File: src/rtl/packet_sender.sv
// packet_sender: buffers input words in a small FIFO and streams each one to a
// byte-wide UART transmitter as a packet: optional 8'hA5 header, the word's
// bytes MSB first, then an optional XOR checksum. Every byte is followed by a
// one-cycle gap so the transmitter has time to drop tx_ready.
module packet_sender #(
   parameter int DATA_W = 32,
   parameter int DEPTH  = 4,
   parameter int HDR_EN = 1,
   parameter int CHK_EN = 1
) (
   input  logic              clk,
   input  logic              reset,
   input  logic [DATA_W-1:0] in_data,
   input  logic              in_valid,
   output logic              in_ready,
   output logic [7:0]        tx_data,
   output logic              tx_enable,
   input  logic              tx_ready,
   output logic              busy,
   output logic [15:0]       words_sent
);

   localparam int PTR_W = $clog2(DEPTH);
   localparam int CNT_W = PTR_W + 1;
   localparam logic [CNT_W-1:0] FULL_CNT = CNT_W'(DEPTH);
   localparam logic [CNT_W-1:0] CNT_ONE  = CNT_W'(1);
   localparam logic [PTR_W-1:0] PTR_ONE  = PTR_W'(1);
   localparam logic [3:0]       NBYTES   = 4'(DATA_W / 8);
   localparam logic [7:0]       HDR_BYTE = 8'hA5;

   typedef enum logic [2:0] {
      ST_IDLE = 3'd0,
      ST_LOAD = 3'd1,
      ST_HDR  = 3'd2,
      ST_DATA = 3'd3,
      ST_CHK  = 3'd4,
      ST_GAP  = 3'd5
   } state_t;

   // FIFO storage and bookkeeping
   logic [DATA_W-1:0] r_mem [DEPTH];
   logic [PTR_W-1:0]  r_wr_ptr;
   logic [PTR_W-1:0]  r_rd_ptr;
   logic [CNT_W-1:0]  r_count;
   logic              w_full;
   logic              w_empty;
   logic              w_push;
   logic              w_pop;

   // Packet engine state
   state_t            r_state;
   state_t            w_state_nxt;
   logic [DATA_W-1:0] r_shift;
   logic [DATA_W-1:0] w_shift_nxt;
   logic [7:0]        r_chk;
   logic [7:0]        w_chk_nxt;
   logic [3:0]        r_bcnt;
   logic [3:0]        w_bcnt_nxt;
   logic              r_chk_sent;
   logic              w_chk_sent_nxt;
   logic              w_finish;
   logic [15:0]       r_words_sent;
   logic              r_tx_enable;
   logic              w_tx_enable_nxt;
   logic [7:0]        r_tx_data;
   logic [7:0]        w_tx_data_nxt;

   // The occupancy counter is one bit wider than the pointers so that a full
   // FIFO and an empty FIFO never look alike. A pop in the same cycle does not
   // relax full: in_ready depends on the registered count only.
   assign w_full   = (r_count == FULL_CNT);
   assign w_empty  = (r_count == '0);
   assign w_push   = in_valid & ~w_full;
   assign w_pop    = (r_state == ST_LOAD) & ~w_empty;

   assign in_ready   = ~w_full;
   assign busy       = (r_state != ST_IDLE) | ~w_empty;
   assign tx_enable  = r_tx_enable;
   assign tx_data    = r_tx_data;
   assign words_sent = r_words_sent;

   // FIFO data array: written on an accepted push, contents need no reset
   always_ff @(posedge clk) begin
      if (w_push) begin
         r_mem[r_wr_ptr] <= in_data;
      end
   end

   // FIFO pointers and occupancy; pointers wrap naturally since DEPTH is 2^n
   always_ff @(posedge clk) begin
      if (!reset) begin
         r_wr_ptr <= '0;
         r_rd_ptr <= '0;
         r_count  <= '0;
      end else begin
         if (w_push) begin
            r_wr_ptr <= r_wr_ptr + PTR_ONE;
         end
         if (w_pop) begin
            r_rd_ptr <= r_rd_ptr + PTR_ONE;
         end
         case ({w_push, w_pop})
            2'b10:   r_count <= r_count + CNT_ONE;
            2'b01:   r_count <= r_count - CNT_ONE;
            default: r_count <= r_count;
         endcase
      end
   end

   // Next-state and datapath updates for the packet FSM
   always_comb begin
      w_state_nxt    = r_state;
      w_shift_nxt    = r_shift;
      w_chk_nxt      = r_chk;
      w_bcnt_nxt     = r_bcnt;
      w_chk_sent_nxt = r_chk_sent;
      w_finish       = 1'b0;
      case (r_state)
         ST_IDLE: begin
            if (!w_empty) begin
               w_state_nxt = ST_LOAD;
            end else begin
               w_state_nxt = ST_IDLE;
            end
         end
         ST_LOAD: begin
            w_shift_nxt    = r_mem[r_rd_ptr];
            w_chk_nxt      = 8'h00;
            w_bcnt_nxt     = 4'd0;
            w_chk_sent_nxt = 1'b0;
            if (HDR_EN != 0) begin
               w_state_nxt = ST_HDR;
            end else begin
               w_state_nxt = ST_DATA;
            end
         end
         ST_HDR: begin
            if (tx_ready) begin
               w_state_nxt = ST_GAP;
            end else begin
               w_state_nxt = ST_HDR;
            end
         end
         ST_DATA: begin
            if (tx_ready) begin
               w_chk_nxt   = r_chk ^ r_shift[DATA_W-1 -: 8];
               w_shift_nxt = r_shift << 4'd8;
               w_bcnt_nxt  = r_bcnt + 4'd1;
               w_state_nxt = ST_GAP;
            end else begin
               w_state_nxt = ST_DATA;
            end
         end
         ST_CHK: begin
            if (tx_ready) begin
               w_chk_sent_nxt = 1'b1;
               w_state_nxt    = ST_GAP;
            end else begin
               w_state_nxt = ST_CHK;
            end
         end
         ST_GAP: begin
            // The gap decides where the packet goes next: after the checksum it
            // ends, otherwise more data bytes, then checksum (if enabled).
            if (r_chk_sent) begin
               w_finish    = 1'b1;
               w_state_nxt = ST_IDLE;
            end else if (r_bcnt < NBYTES) begin
               w_state_nxt = ST_DATA;
            end else if (CHK_EN != 0) begin
               w_state_nxt = ST_CHK;
            end else begin
               w_finish    = 1'b1;
               w_state_nxt = ST_IDLE;
            end
         end
         default: begin
            w_state_nxt = ST_IDLE;
         end
      endcase
   end

   // Byte presented to the transmitter in the state being entered, so the
   // registered tx outputs line up with the state register
   always_comb begin
      w_tx_enable_nxt = 1'b0;
      w_tx_data_nxt   = 8'h00;
      case (w_state_nxt)
         ST_HDR: begin
            w_tx_enable_nxt = 1'b1;
            w_tx_data_nxt   = HDR_BYTE;
         end
         ST_DATA: begin
            w_tx_enable_nxt = 1'b1;
            w_tx_data_nxt   = w_shift_nxt[DATA_W-1 -: 8];
         end
         ST_CHK: begin
            w_tx_enable_nxt = 1'b1;
            w_tx_data_nxt   = w_chk_nxt;
         end
         default: begin
            w_tx_enable_nxt = 1'b0;
            w_tx_data_nxt   = 8'h00;
         end
      endcase
   end

   // State, datapath and output registers; reset abandons any packet at once
   always_ff @(posedge clk) begin
      if (!reset) begin
         r_state      <= ST_IDLE;
         r_shift      <= '0;
         r_chk        <= 8'h00;
         r_bcnt       <= 4'd0;
         r_chk_sent   <= 1'b0;
         r_words_sent <= 16'h0000;
         r_tx_enable  <= 1'b0;
         r_tx_data    <= 8'h00;
      end else begin
         r_state     <= w_state_nxt;
         r_shift     <= w_shift_nxt;
         r_chk       <= w_chk_nxt;
         r_bcnt      <= w_bcnt_nxt;
         r_chk_sent  <= w_chk_sent_nxt;
         r_tx_enable <= w_tx_enable_nxt;
         r_tx_data   <= w_tx_data_nxt;
         if (w_finish) begin
            r_words_sent <= r_words_sent + 16'h0001;
         end
      end
   end

endmodule

File: config.mk
export PLATFORM = sky130hd
export DESIGN_NAME = packet_sender
export DESIGN_NICKNAME = d
export VERILOG_FILES = /design/src/rtl/packet_sender.sv
export SDC_FILE = /design/constraint.sdc
export NUM_CORES = 1
export LEC_CHECK = 0
export BUFFER_PORTS_ARGS = -buffer_cell sky130_fd_sc_hd__buf_2
export CAP_MARGIN = 0
export CORE_ASPECT_RATIO = 0.8
export CORE_MARGIN = 2
export CORE_UTILIZATION = 24
export CTS_BUF_LIST = sky130_fd_sc_hd__clkbuf_8
export CTS_CLUSTER_SIZE = 24
export DETAILED_ROUTE_END_ITERATION = 7
export PLACE_DENSITY = 0.37
export SETUP_SLACK_MARGIN = 0.5
export SLEW_MARGIN = 10
export SYNTH_ARGS = -nofsm -noshare
export SYNTH_HDL_FRONTEND = slang
export SYNTH_SLANG_ARGS = --single-unit
File: constraint.sdc
create_clock -name clk -period 4.55 [get_ports clk]
set_input_delay 0.455 -clock clk [delete_from_list [all_inputs] [get_ports clk]]
set_output_delay 0.455 -clock clk [all_outputs]
set_load 0.1 [all_outputs]
==> reports/metrics.sh, run 1 <==
NUMCTSBUFFERS=38
ASYNCSETRESETFLOPFRACSYNTH=0
DETAILED_ROUTE_ITER0_VIOLATIONS=317
DIEHEIGHT_UM=170
FF2FF_SETUP_SLACK_NS=1.60
STD_CELL_ROWS=60
DP_SLACK_NS=1.59
CRITICAL_PATH.STARTPOINT_TYPE='flop'
MIN_PERIOD_NS=2.95
HOLD_PATH.STARTPOINT='in_data[19]'
OUTCOME='complete, no violations'
DESIGN_POWER_TOTAL_mW=5.21
GRT_OVERFLOW_TOTAL=0
YOSYS.CELL_TYPES.COUNT=49
FINAL_DESIGN_AREA_NO_FILL_UM2=9770
WORST_SKEW_PAIR.LATE_LATENCY_NS=0.55
DRT_PRE_ANTENNA_ITERS=5
MAX_CLOCK_SKEW_NS=0.0202
SLEW_HEADROOM=0.388
TIMING.CRITICAL_PATH.FANOUT_MAX=22
ANTENNA_LEFT=0
RR_STARTPOINT='r_state[0]'
ROOT_BUFFER='sky130_fd_sc_hd__clkbuf_8'
PLACEABLE_AREA_UM2=33800
GRT_MAX_DEGREE=57
DRT_VIA_DENSITY=4.46
FIRST_GLOBAL_VIAS=5297
CRIT_TYPE='reg2reg'
FINAL.SETUP.WORST_SLACK_NS=1.60
SYNTH.AVG_CELL_AREA_UM2=13.6
GRT_ANTENNA_BEFORE_REPAIR=2
POWER_SWITCHING_SHARE=0.319
SYNTH_EDF_COUNT=128
REMAINING_DRC_ERRORS=0
CRITICAL_PATH_ARRIVAL_NS=3.41
CTS_HOLD_REPAIR.BUFFERS=0
YS.WARNINGS.COUNT=0
CRITPATHREQUIREDTIME_NS=5.01
POSTCTSSETUPREPAIRBUFS=0
CAP_VIOLATIONS=0
SYN_INST=606
CTS_MAX_PATH_BUFFERS=3
P_PER_AREA_nW_PER_UM2=533
DIEAREA_UM2=35900
P_INT_mW=3.55
CLK_NETWORK_PWR_SHARE=0.331
HPWL_UM=12100
AREA_DELTA_SYNTH_FINAL_PCT=18.3
REG2REG_TO='r_count[2]'
DIE_WIDTH_UM=211
CTS.SINK_COUNT=210
DETAILROUTE.VIA_COUNT=5107
HOLD_PATH_DEPTH=1
HOLD-PATH-ENDPOINT='r_mem[0][19]'
SYNTHESIS.NETS=650
PEAK_SUPPLY_DROP_mV=0.199
GRT_SETUP_UNREPAIRED='no'
PORTBUFFERS=62
INITIAL_UTILIZATION=0.244
WL_PER_CELL_UM=17.4
CLOCK_TREE.HTREE_LEVEL_COUNT=2
CTSRESIZECOUNT=0
HP-CLASS='in2reg'
FRACTION_OF_POWER_CONSUMED_BY_COMBINATIONAL_CELLS=0.211
SHARE_SEQ_OF_TOTAL_POWER=0.458
END_KIND='flop'
TIMING.REG2REG.WORST_PATH_DEPTH=8
TOTAL_LEAKAGE_POWER_nW=3.48
MAPPEDNETLISTAREA_UM2=8250
ROUTE.FINAL.WIRE_LENGTH_UM=20000
SETUP-TNS-FINAL_NS=0
PLACE_AREA_UM2=9020
POST-ROUTE-PERIOD-UTIL=0.649
DRV_SLEW=0
ACHIEVABLE-FREQUENCY_MHz=338
NUM-NETS-FINAL=724
POST_ROUTE_CELLS_DRIVE_ABOVE_1_SHARE=0.220
YS_SEQ_AREA_FRAC=0.665
GLOBALROUTETOTALUTIL=0.115
NET-SWITCHING-POWER_mW=1.66
TIGHTEST_SLEW_NS=0.919
FINALSETUPVIOLCOUNT=0
MOSTFREQUENTLAYOUTCELL='sky130_fd_sc_hd__edfxtp_1'
CLK_PIN_SLEW_NS=0.06
GRT_FIRST_PASS_WIRELENGTH_UM=30800
MOST_USED_DFF_POST_SYNTH='sky130_fd_sc_hd__edfxtp_1'
TRITONCTS='done'
LAYOUT.CELLS.MOST_COMMON_LIST='sky130_fd_sc_hd__edfxtp_1, sky130_fd_sc_hd__dfxtp_1, sky130_fd_sc_hd__buf_2'
IO-PIN-COUNT=63
YOSYS_REGISTER_BITS=210
HOLD_VIOL_FINAL=0
ROUTABILITYCONGESTION=0.742
cell families after synthesis:
family / count (synthesis) / synth area share
compound gates: 99 / 0.0670
xor+xnor: 19 / 0.0202
fa+ha+maj: 8 / 0.0130
buf+inv: 52 / 0.0265
flops: 210 / 0.665
mux: 40 / 0.0972
simple gates: 178 / 0.111
worst max-delay path, cell delays in order (launching register included):
cell and delay (ns):
sky130_fd_sc_hd__dfxtp_1 0.52, sky130_fd_sc_hd__or3b_1 0.75, sky130_fd_sc_hd__nor2_1 0.34, sky130_fd_sc_hd__ha_1 0.24
sky130_fd_sc_hd__inv_1 0.06, sky130_fd_sc_hd__fa_1 0.37, sky130_fd_sc_hd__xor2_1 0.16, sky130_fd_sc_hd__or3_1 0.30
sky130_fd_sc_hd__a21oi_1 0.14
worst max-delay path by stage:
stage,slack [ns],start,to
after detailed placement,1.59,r_state[0],r_count[2]
after global routing,1.40,r_state[0],r_count[2]
after floorplan,1.51,r_count[0],r_count[2]
after global placement,1.69,r_state[0],r_count[2]
after CTS,1.59,r_state[0],r_count[2]
final,1.60,r_state[0],r_count[2]
synth_stat cells, types with 3 or more instances:
master	n	area (µm²)
sky130_fd_sc_hd__nand2_1	58	218
sky130_fd_sc_hd__mux4_2	32	721
sky130_fd_sc_hd__mux2i_1	7	70.1
sky130_fd_sc_hd__a31oi_1	5	31.3
sky130_fd_sc_hd__a21oi_1	31	155
sky130_fd_sc_hd__xor2_1	13	114
sky130_fd_sc_hd__and2_1	5	31.3
sky130_fd_sc_hd__nand4_1	7	43.8
sky130_fd_sc_hd__nand3_1	23	115
sky130_fd_sc_hd__clkbuf_1	21	78.8
sky130_fd_sc_hd__dfxtp_1	82	1640
sky130_fd_sc_hd__nand3b_1	17	128
sky130_fd_sc_hd__and4b_1	3	30.0
sky130_fd_sc_hd__xnor2_1	6	52.6
sky130_fd_sc_hd__o22ai_1	11	68.8
sky130_fd_sc_hd__inv_1	15	56.3
sky130_fd_sc_hd__ha_1	7	87.6
sky130_fd_sc_hd__nor2_1	37	139
sky130_fd_sc_hd__o221ai_1	4	35.0
sky130_fd_sc_hd__o21ai_0	41	205
sky130_fd_sc_hd__and3_1	6	37.5
sky130_fd_sc_hd__buf_2	10	50.1
sky130_fd_sc_hd__buf_4	3	22.5
sky130_fd_sc_hd__nor3b_1	3	22.5
sky130_fd_sc_hd__edfxtp_1	128	3840
sky130_fd_sc_hd__and4_1	3	26.3
flip-flops by register name (all words and copies together), names as in the netlist, named ones only:
signal	cells
tx_data	8
tx_enable	1
r_bcnt	4
r_mem	128
words_sent	16
r_state	3
r_chk	8
r_shift	32
r_wr_ptr	2
r_count	3
r_rd_ptr	2
r_chk_sent	1
stage by stage:
stage                     std cells   util  hold slack, ns
after global routing           1145  0.289          0.0712
after floorplan                 606      -           0.443
after detailed placement       1074  0.267           0.468
after global placement         1074  0.267           0.463
after CTS                      1144  0.289          0.0712
final                          1145  0.289           0.120
power groups by stage:
| stage | registers (mW) | logic, mW | clock network, mW |
|---|---|---|---|
| floorplan | 2.51 | 0.716 | 0 |
| global placement | 2.42 | 1.10 | 0 |
| detailed placement | 2.43 | 1.12 | 0 |
| CTS | 2.39 | 1.13 | 1.81 |
| global route | 2.41 | 1.21 | 1.90 |
| finish | 2.38 | 1.10 | 1.72 |
layer usage:
layer / track usage / up-vias / share of wire
met4: 0.0410 / 2 / 0.022
met1: 0.151 / 2524 / 0.46
li1: - / 2421 / -
met5: 0 / - / 0.00075
met2: 0.182 / 119 / 0.46
met3: 0.0303 / 41 / 0.053
final cells by class:
type	count	area (µm²)
Tap cell	434	543
Inverter	16	60.1
Sequential cell	210	5490
Timing Repair Buffer	70	383
Antenna cell	1	2.50
Clock inverter	26	136
Multi-Input combinational cell	344	2550
Clock buffer	44	606
Fill cell	3462	24000
No activity file was read; power rests on OpenSTA's default activity.
==> inputs of run 2 (changes only) <==
--- a/config.mk
+++ b/config.mk
@@ -5,6 +5,7 @@
 export SDC_FILE = /design/constraint.sdc
 export NUM_CORES = 1
 export LEC_CHECK = 0
+export ABC_AREA = 1
 export BUFFER_PORTS_ARGS = -buffer_cell sky130_fd_sc_hd__buf_2
 export CAP_MARGIN = 0
 export CORE_ASPECT_RATIO = 0.8
==> constraint.sdc (replaced) <==
create_clock -name clk -period 2.8 [get_ports clk]
set_input_delay 0.28 -clock clk [delete_from_list [all_inputs] [get_ports clk]]
set_output_delay 0.28 -clock clk [all_outputs]
set_load 0.1 [all_outputs]
==> reports/metrics.sh, run 2 <==
OUTCOME='complete, no violations'
LAYOUT.CELLS.MOST_COMMON_LIST='sky130_fd_sc_hd__nand2_1, sky130_fd_sc_hd__edfxtp_1, sky130_fd_sc_hd__nor2_1'
HPWL_UM=14400  # +19%
POST_SYNTH_MOST_FREQUENT_CELLS='sky130_fd_sc_hd__nand2_1, sky130_fd_sc_hd__edfxtp_1, sky130_fd_sc_hd__nor2_1'
P_INT_mW=5.57  # +57%
PORTBUFFERS=62  # unchanged
DRV_SLEW=0  # unchanged
SYNTHESIS.NETS=912  # +40%
YOSYS_REGISTER_BITS=210  # unchanged
END_KIND='output port'
ROOT_BUFFER='sky130_fd_sc_hd__clkbuf_8'
DESIGN_POWER_TOTAL_mW=8.39  # +61%
YOSYS-TOP-CELLS-AREA='sky130_fd_sc_hd__edfxtp_1, sky130_fd_sc_hd__dfxtp_1, sky130_fd_sc_hd__nand2_1'
SETUP-TNS-FINAL_NS=0  # unchanged
DETAILROUTE.VIA_COUNT=6363  # +25%
YOSYS.CELL_COUNT.TOP_TYPE='sky130_fd_sc_hd__nand2_1'
ANTENNADIODECOUNT=0  # -1
POST_ROUTE_CELLS_DRIVE_ABOVE_1_SHARE=0.156  # -0.0635
SHARE_SEQ_OF_TOTAL_POWER=0.442  # -0.016
TRITONCTS='done'
CTS_MAX_PATH_BUFFERS=3  # unchanged
WORST_SKEW_PAIR.LATE_LATENCY_NS=0.55  # about the same
CTS.SINK_COUNT=210  # unchanged
PLACE_AREA_UM2=9450  # +4.8%
MAX_CLOCK_SKEW_NS=0.0160  # -0.00420 ns
DETAILED_ROUTE_ITER0_VIOLATIONS=341  # +7.6%
CLK_PIN_SLEW_NS=0.06  # about the same
SLEW_HEADROOM=0.529  # +0.141
P_PER_AREA_nW_PER_UM2=796  # +49%
STD_CELL_ROWS=61  # +1.7%
CRITICAL_PATH_ARRIVAL_NS=1.86  # -1.55 ns
YOSYS.CELL_TYPES.COUNT=31  # -37%
NUMCTSBUFFERS=40  # +5.3%
SYNTH_LARGEST_AREA_CELL='sky130_fd_sc_hd__edfxtp_1'
ROUTE.FINAL.WIRE_LENGTH_UM=23200  # +16%
ASYNCSETRESETFLOPFRACSYNTH=0  # unchanged
YS.WARNINGS.COUNT=0  # unchanged
WL_PER_CELL_UM=15.5  # -11%
POWER_SWITCHING_SHARE=0.336  # +0.0165
GRT_SETUP_UNREPAIRED='no'
DIE_WIDTH_UM=215  # +1.7%
FINAL_DESIGN_AREA_NO_FILL_UM2=10500  # +7.9%
ACHIEVABLE-FREQUENCY_MHz=467
MIN_PERIOD_NS=2.14
DRT_PRE_ANTENNA_ITERS=5  # unchanged
FILLER_CELL_COUNT=3669  # +6.0%
CRITICAL_PATH.STARTPOINT_TYPE='flop'
GRT_OVERFLOW_TOTAL=0  # unchanged
DIEHEIGHT_UM=173  # +1.7%
MOSTFREQUENTLAYOUTCELL='sky130_fd_sc_hd__nand2_1'
TIGHTEST_SLEW_NS=0.707  # -0.212 ns
CLOCK_TREE.HTREE_LEVEL_COUNT=2  # unchanged
CLK_NETWORK_PWR_SHARE=0.338  # +0.007
CAP_VIOLATIONS=0  # unchanged
MULTI_INPUT_COMB_AREA_UM2=2720  # +6.7%
HOLD_VIOL_FINAL=0  # unchanged
YS_SEQ_AREA_FRAC=0.642  # -0.0224
DRT_VIA_DENSITY=4.27  # -4.3%
POST-ROUTE-PERIOD-UTIL=0.765
MAX_REG_FLOPS=128  # unchanged
MOST_USED_DFF_POST_SYNTH='sky130_fd_sc_hd__edfxtp_1'
FIRST_GLOBAL_VIAS=6142  # +16%
GRT_ANTENNA_BEFORE_REPAIR=0  # -2
DIEAREA_UM2=37100  # +3.4%
NUM-NETS-FINAL=1030  # +42%
FINALSETUPVIOLCOUNT=0  # unchanged
SYNTH_TOP_AREA_FRAC=0.450  # -0.0157
TIMING.CRITICAL_PATH.FANOUT_MAX=6  # -73%
TOTAL_LEAKAGE_POWER_nW=3.92  # +13%
PEAK_SUPPLY_DROP_mV=0.244  # +22%
SYN_INST=868  # +43%
GLOBALROUTETOTALUTIL=0.126  # +0.0110
ANTENNA_LEFT=0  # unchanged
IO-PIN-COUNT=63  # unchanged
FRACTION_OF_POWER_CONSUMED_BY_COMBINATIONAL_CELLS=0.220  # +0.009
SYNTH.AVG_CELL_AREA_UM2=9.84  # -28%
GRT_MAX_DEGREE=65  # +14%
NET-SWITCHING-POWER_mW=2.82  # +69%
GRT_FIRST_PASS_WIRELENGTH_UM=36500  # +18%
INITIAL_UTILIZATION=0.245  # +0.000565
SEQUENTIAL_CELL_AREA_UM2=5490  # about the same
ROUTABILITYCONGESTION=0.719  # -3.1%
MAPPEDNETLISTAREA_UM2=8540  # +3.5%
AREA_DELTA_SYNTH_FINAL_PCT=23.4
SYNTH_EDF_COUNT=128  # unchanged
MAX_FLOP_REGISTER='r_mem'
REMAINING_DRC_ERRORS=0  # unchanged
CRITPATHREQUIREDTIME_NS=2.52  # -2.49 ns
PLACEABLE_AREA_UM2=34900  # +3.2%
HP-CLASS='in2reg'
CRIT_TYPE='reg2out'
## run 2: layer usage
| layer | track usage | wire length, µm | share of wire |
|---|---|---|---|
| met1 | 0.191 | 12300 | 0.53 |
| met2 | 0.175 | 9450 | 0.41 |
| met3 | 0.0250 | 895 | 0.039 |
| met4 | 0.0431 | 501 | 0.022 |
| met5 | 0 | 0 | 0 |
## run 2: worst max-delay path: stages, from the launching register on
cell and delay (ns):
sky130_fd_sc_hd__dfxtp_1 0.48, sky130_fd_sc_hd__inv_2 0.13, sky130_fd_sc_hd__nand3_1 0.14, sky130_fd_sc_hd__inv_1 0.07, sky130_fd_sc_hd__nand2_1 0.06, sky130_fd_sc_hd__buf_2 0.43
## run 2: layout make-up
type,count,area share
clock buffer,44,0.0574
clock inverter,30,0.0141
inverter,50,0.0178
multi-input combinational,569,0.258
sequential,210,0.521
tap,472,0.0560
timing repair buffer,115,0.0760
## run 2: path summary, 6_finish.rpt
path,cells after the start,slack [ns],end,from
setup / recovery,5,0.66,busy,r_state[1]
hold / removal,3,0.16,r_state[2],reset
setup reg to reg,12,0.72,r_count[2],r_state[2]
hold reg to reg,2,0.47,flop,r_rd_ptr[1]
## run 2: cells by family (layout without fill, tap and decap cells)
kind of cell               count (synthesis)  after routing  share of synthesized area
and+or+nand+nor                          390            390                      0.190
buffers and inverters                     89            239                     0.0450
AOI/OAI and AO/OA                        168            168                      0.108
xor gates and xnor gates                   3              3                    0.00308
adders and majority gates                  8              8                     0.0126
DFF                                      210            210                      0.642
## run 2: power by group through the flow
stage | logic [mW] | registers (mW) | clock network, mW
after floorplan | 1.10 | 3.91 | 0
after global placement | 1.84 | 3.77 | 0
after detailed placement | 1.82 | 3.77 | 0
after CTS | 1.86 | 3.71 | 2.98
after global routing | 2.05 | 3.74 | 3.10
final | 1.84 | 3.71 | 2.84
## run 2: metrics by stage
| stage | cells | hold slack [ns] | util | setup WS (ns) |
|---|---|---|---|---|
| floorplan | 868 | 0.379 | - | 0.511 |
| global placement | 1383 | 0.455 | 0.271 | 0.540 |
| detailed placement | 1383 | 0.459 | 0.271 | 0.542 |
| CTS | 1489 | 0.132 | 0.302 | 0.534 |
| global route | 1490 | 0.165 | 0.302 | 0.509 |
| finish | 1490 | 0.162 | 0.302 | 0.657 |
## run 2: repair_timing
action	4_1_cts	5_1_grt
hold buffers	32	0
setup buffers	0	1
setup endpoints to repair	0	1
resized for setup	0	6
hold endpoints to repair	128	0
==> inputs of run 3 (changes only) <==
--- a/config.mk
+++ b/config.mk
@@ -5,7 +5,7 @@
 export SDC_FILE = /design/constraint.sdc
 export NUM_CORES = 1
 export LEC_CHECK = 0
-export ABC_AREA = 1
+export ABC_AREA = 0
 export BUFFER_PORTS_ARGS = -buffer_cell sky130_fd_sc_hd__buf_2
 export CAP_MARGIN = 0
 export CORE_ASPECT_RATIO = 0.8
@@ -14,7 +14,7 @@
 export CTS_BUF_LIST = sky130_fd_sc_hd__clkbuf_8
 export CTS_CLUSTER_SIZE = 24
 export DETAILED_ROUTE_END_ITERATION = 7
-export PLACE_DENSITY = 0.37
+export PLACE_DENSITY = 0.38
 export SETUP_SLACK_MARGIN = 0.5
 export SLEW_MARGIN = 10
 export SYNTH_ARGS = -nofsm -noshare
==> constraint.sdc (replaced) <==
create_clock -name clk -period 1.7 [get_ports clk]
set_input_delay 0.17 -clock clk [delete_from_list [all_inputs] [get_ports clk]]
set_output_delay 0.17 -clock clk [all_outputs]
set_load 0.1 [all_outputs]
==> reports/metrics.sh, run 3 (synthesized netlist as in run 1, its figures left out) <==
ROUTABILITYCONGESTION=0.740  # +2.9%
TIGHTEST_SLEW_NS=0.376  # -0.331 ns
GRT_MAX_DEGREE=30  # -54%
CLK_NETWORK_PWR_SHARE=0.275  # -0.063
CLOCK_TREE.HTREE_LEVEL_COUNT=2  # unchanged
ROUTE.FINAL.WIRE_LENGTH_UM=22300  # -3.7%
ANTENNA_LEFT=0  # unchanged
GLOBALROUTETOTALUTIL=0.128  # +0.00213
POWER_SWITCHING_SHARE=0.322  # -0.0137
IO-PIN-COUNT=63  # unchanged
FINALSETUPVIOLCOUNT=22  # +22
CAP_VIOLATIONS=0  # unchanged
ROOT_BUFFER='sky130_fd_sc_hd__clkbuf_8'
CRITPATHLAUNCH='r_state[1]'
FINAL_DESIGN_AREA_NO_FILL_UM2=11900  # +13%
MOSTFREQUENTLAYOUTCELL='sky130_fd_sc_hd__edfxtp_1'
MAX_FLOP_REGISTER='r_mem'
HPWL_UM=13900  # -3.7%
FF2FF_SETUP_SLACK_NS=-0.30  # -1.02 ns
CRITPATHREQUIREDTIME_NS=2.14  # -0.38 ns
CTS_MAX_PATH_BUFFERS=3  # unchanged
LAYOUT.CELLS.MOST_COMMON_LIST='sky130_fd_sc_hd__edfxtp_1, sky130_fd_sc_hd__buf_4, sky130_fd_sc_hd__dfxtp_1'
POST_ROUTE_CELLS_DRIVE_ABOVE_1_SHARE=0.429  # +0.273
DP_SLACK_NS=-0.302  # -0.844 ns
TOTAL_LEAKAGE_POWER_nW=4.27  # +8.9%
GRT_OVERFLOW_TOTAL=0  # unchanged
DRV_SLEW=0  # unchanged
REG2REG_TO='r_count[2]'
PLACEABLE_AREA_UM2=33800  # -3.1%
HOLD_VIOL_FINAL=0  # unchanged
GRT_ANTENNA_BEFORE_REPAIR=0  # unchanged
POST-ROUTE-PERIOD-UTIL=1.18
DRT_PRE_ANTENNA_ITERS=5  # unchanged
FINAL.SETUP.WORST_SLACK_NS=-0.299  # -0.957 ns
INITIAL_UTILIZATION=0.244  # -0.000565
HOLD_PATH_DEPTH=4  # +1
STD_CELL_ROWS=60  # -1.6%
TIMING.REG2REG.WORST_PATH_DEPTH=8  # -4
GRT_SETUP_UNREPAIRED='yes'
DETAILROUTE.VIA_COUNT=5598  # -12%
CTS.SINK_COUNT=210  # unchanged
P_PER_AREA_nW_PER_UM2=1290  # +62%
DIEHEIGHT_UM=170  # -1.7%
PLACE_INST=1128  # -18%
TRITONCTS='done'
GRT_FIRST_PASS_WIRELENGTH_UM=34500  # -5.3%
MAX_REG_FLOPS=128  # unchanged
CRITICAL_PATH_ARRIVAL_NS=2.44  # +0.58 ns
FIRST_GLOBAL_VIAS=5894  # -4.0%
DIE_WIDTH_UM=211  # -1.7%
CRIT_TYPE='reg2reg'
END_KIND='flop'
DRT_VIA_DENSITY=4.46  # +4.4%
FRACTION_OF_POWER_CONSUMED_BY_COMBINATIONAL_CELLS=0.308  # +0.088
RR_STARTPOINT='r_state[1]'
HP-CLASS='in2reg'
NET-SWITCHING-POWER_mW=4.94  # +75%
ANTENNADIODECOUNT=0  # unchanged
MAX_CLOCK_SKEW_NS=0.0211  # +0.00516 ns
PEAK_SUPPLY_DROP_mV=0.468  # +92%
REMAINING_DRC_ERRORS=0  # unchanged
SLEW_HEADROOM=0.749  # +0.220
P_INT_mW=10.4  # +86%
PLACE_AREA_UM2=9760  # +3.2%
FINAL_CELLS=1256  # -16%
FAILED_CHECKS='negative setup slack'
CRITICAL_PATH.STARTPOINT_TYPE='flop'
DIEAREA_UM2=35900  # -3.3%
WL_PER_CELL_UM=17.8  # +14%
DETAILED_ROUTE_ITER0_VIOLATIONS=264  # -23%
NUM-NETS-FINAL=838  # -19%
HOLD-PATH-ENDPOINT='r_state[2]'
MIN_PERIOD_NS=2.00
ACHIEVABLE-FREQUENCY_MHz=500
OUTCOME='complete, but fails checks'
AREA_DELTA_SYNTH_FINAL_PCT=44.2
CLK_PIN_SLEW_NS=0.06  # about the same
HOLD_PATH.STARTPOINT='tx_ready'
TIMING.CRITICAL_PATH.FANOUT_MAX=2  # -4
PORTBUFFERS=62  # unchanged
WORST_SKEW_PAIR.LATE_LATENCY_NS=0.52  # -0.03 ns
NUMCTSBUFFERS=37  # -7.5%
SHARE_SEQ_OF_TOTAL_POWER=0.417  # -0.025
[run 3: cell count changes in the layout (fill, tap and decap cells not counted), moves of 18 or more]
cell | previous run | this run
sky130_fd_sc_hd__nand2_1 | 212 | 43
sky130_fd_sc_hd__nor2_1 | 92 | 36
sky130_fd_sc_hd__nand3_1 | 56 | 9
sky130_fd_sc_hd__inv_1 | 62 | 25
sky130_fd_sc_hd__o21ai_0 | 61 | 24
sky130_fd_sc_hd__a21oi_1 | 54 | 18
sky130_fd_sc_hd__buf_12 | 1 | 37
sky130_fd_sc_hd__buf_4 | 20 | 56
sky130_fd_sc_hd__mux4_2 | 0 | 32
sky130_fd_sc_hd__buf_2 | 62 | 35
sky130_fd_sc_hd__dfxtp_1 | 79 | 52
sky130_fd_sc_hd__dfxtp_4 | 0 | 18
[run 3: layout make-up]
| class | count | area (µm²) |
|---|---|---|
| clock buffer | 37 | 509 |
| clock inverter | 30 | 153 |
| fill | 3318 | 21900 |
| inverter | 16 | 62.6 |
| multi-input combinational | 344 | 2960 |
| sequential | 210 | 5570 |
| tap | 434 | 543 |
| timing repair buffer | 185 | 2100 |
[run 3: power groups by stage]
stage          clock (mW)  sequential (mW)  combinational (mW)
3_3_place_gp            0             6.42                3.76
2_1_floorplan           0             6.73                2.30
4_1_cts              4.42             6.39                4.59
5_1_grt              4.64             6.44                5.08
3_5_place_dp            0             6.43                3.80
6_report             4.21             6.38                4.72
[run 3: what timing repair did]
item,CTS,global route
gates resized for setup,169,31
cloned,8,0
setup endpoints to repair,234,237
hold buffers,33,0
pin swaps,14,33
endpoints found under the hold margin,129,0
buffers inserted,16,4
[run 3: routing by layer]
metal	vias to the layer above	wire length, µm	global-route usage
met5	-	0	0
met4	0	541	0.0419
met3	41	735	0.0238
met2	90	10100	0.196
met1	2813	11000	0.182
li1	2654	-	-
[run 3: stage by stage]
stage	TNS [ns]	power [mW]	hold slack, ns	util
floorplan	-0.754	9.03	0.269	-
global placement	-0.682	10.2	0.379	0.289
detailed placement	-1.18	10.2	0.390	0.289
CTS	-2.04	15.4	0.111	0.348
global route	-5.39	16.2	0.155	0.352
finish	-2.27	15.3	0.148	0.352
[run 3: worst max-delay path, stage by stage (launching register included)]
cell                      delay [ns]
sky130_fd_sc_hd__dfxtp_2        0.32
sky130_fd_sc_hd__or3b_4         0.41
sky130_fd_sc_hd__nor2_4         0.12
sky130_fd_sc_hd__ha_4           0.14
sky130_fd_sc_hd__inv_2          0.03
sky130_fd_sc_hd__fa_2           0.33
sky130_fd_sc_hd__xor2_1         0.15
sky130_fd_sc_hd__or3_1          0.32
sky130_fd_sc_hd__a21oi_2        0.11
[run 3: how the worst max path moves through the flow]
stage / end / slack [ns] / depth (start not counted)
after floorplan: r_count[2] / -0.44 / 10
after global placement: r_count[2] / -0.25 / 8
after detailed placement: r_count[2] / -0.30 / 8
after CTS: r_count[2] / -0.29 / 8
final: r_count[2] / -0.30 / 8
after global routing: r_count[2] / -0.41 / 8
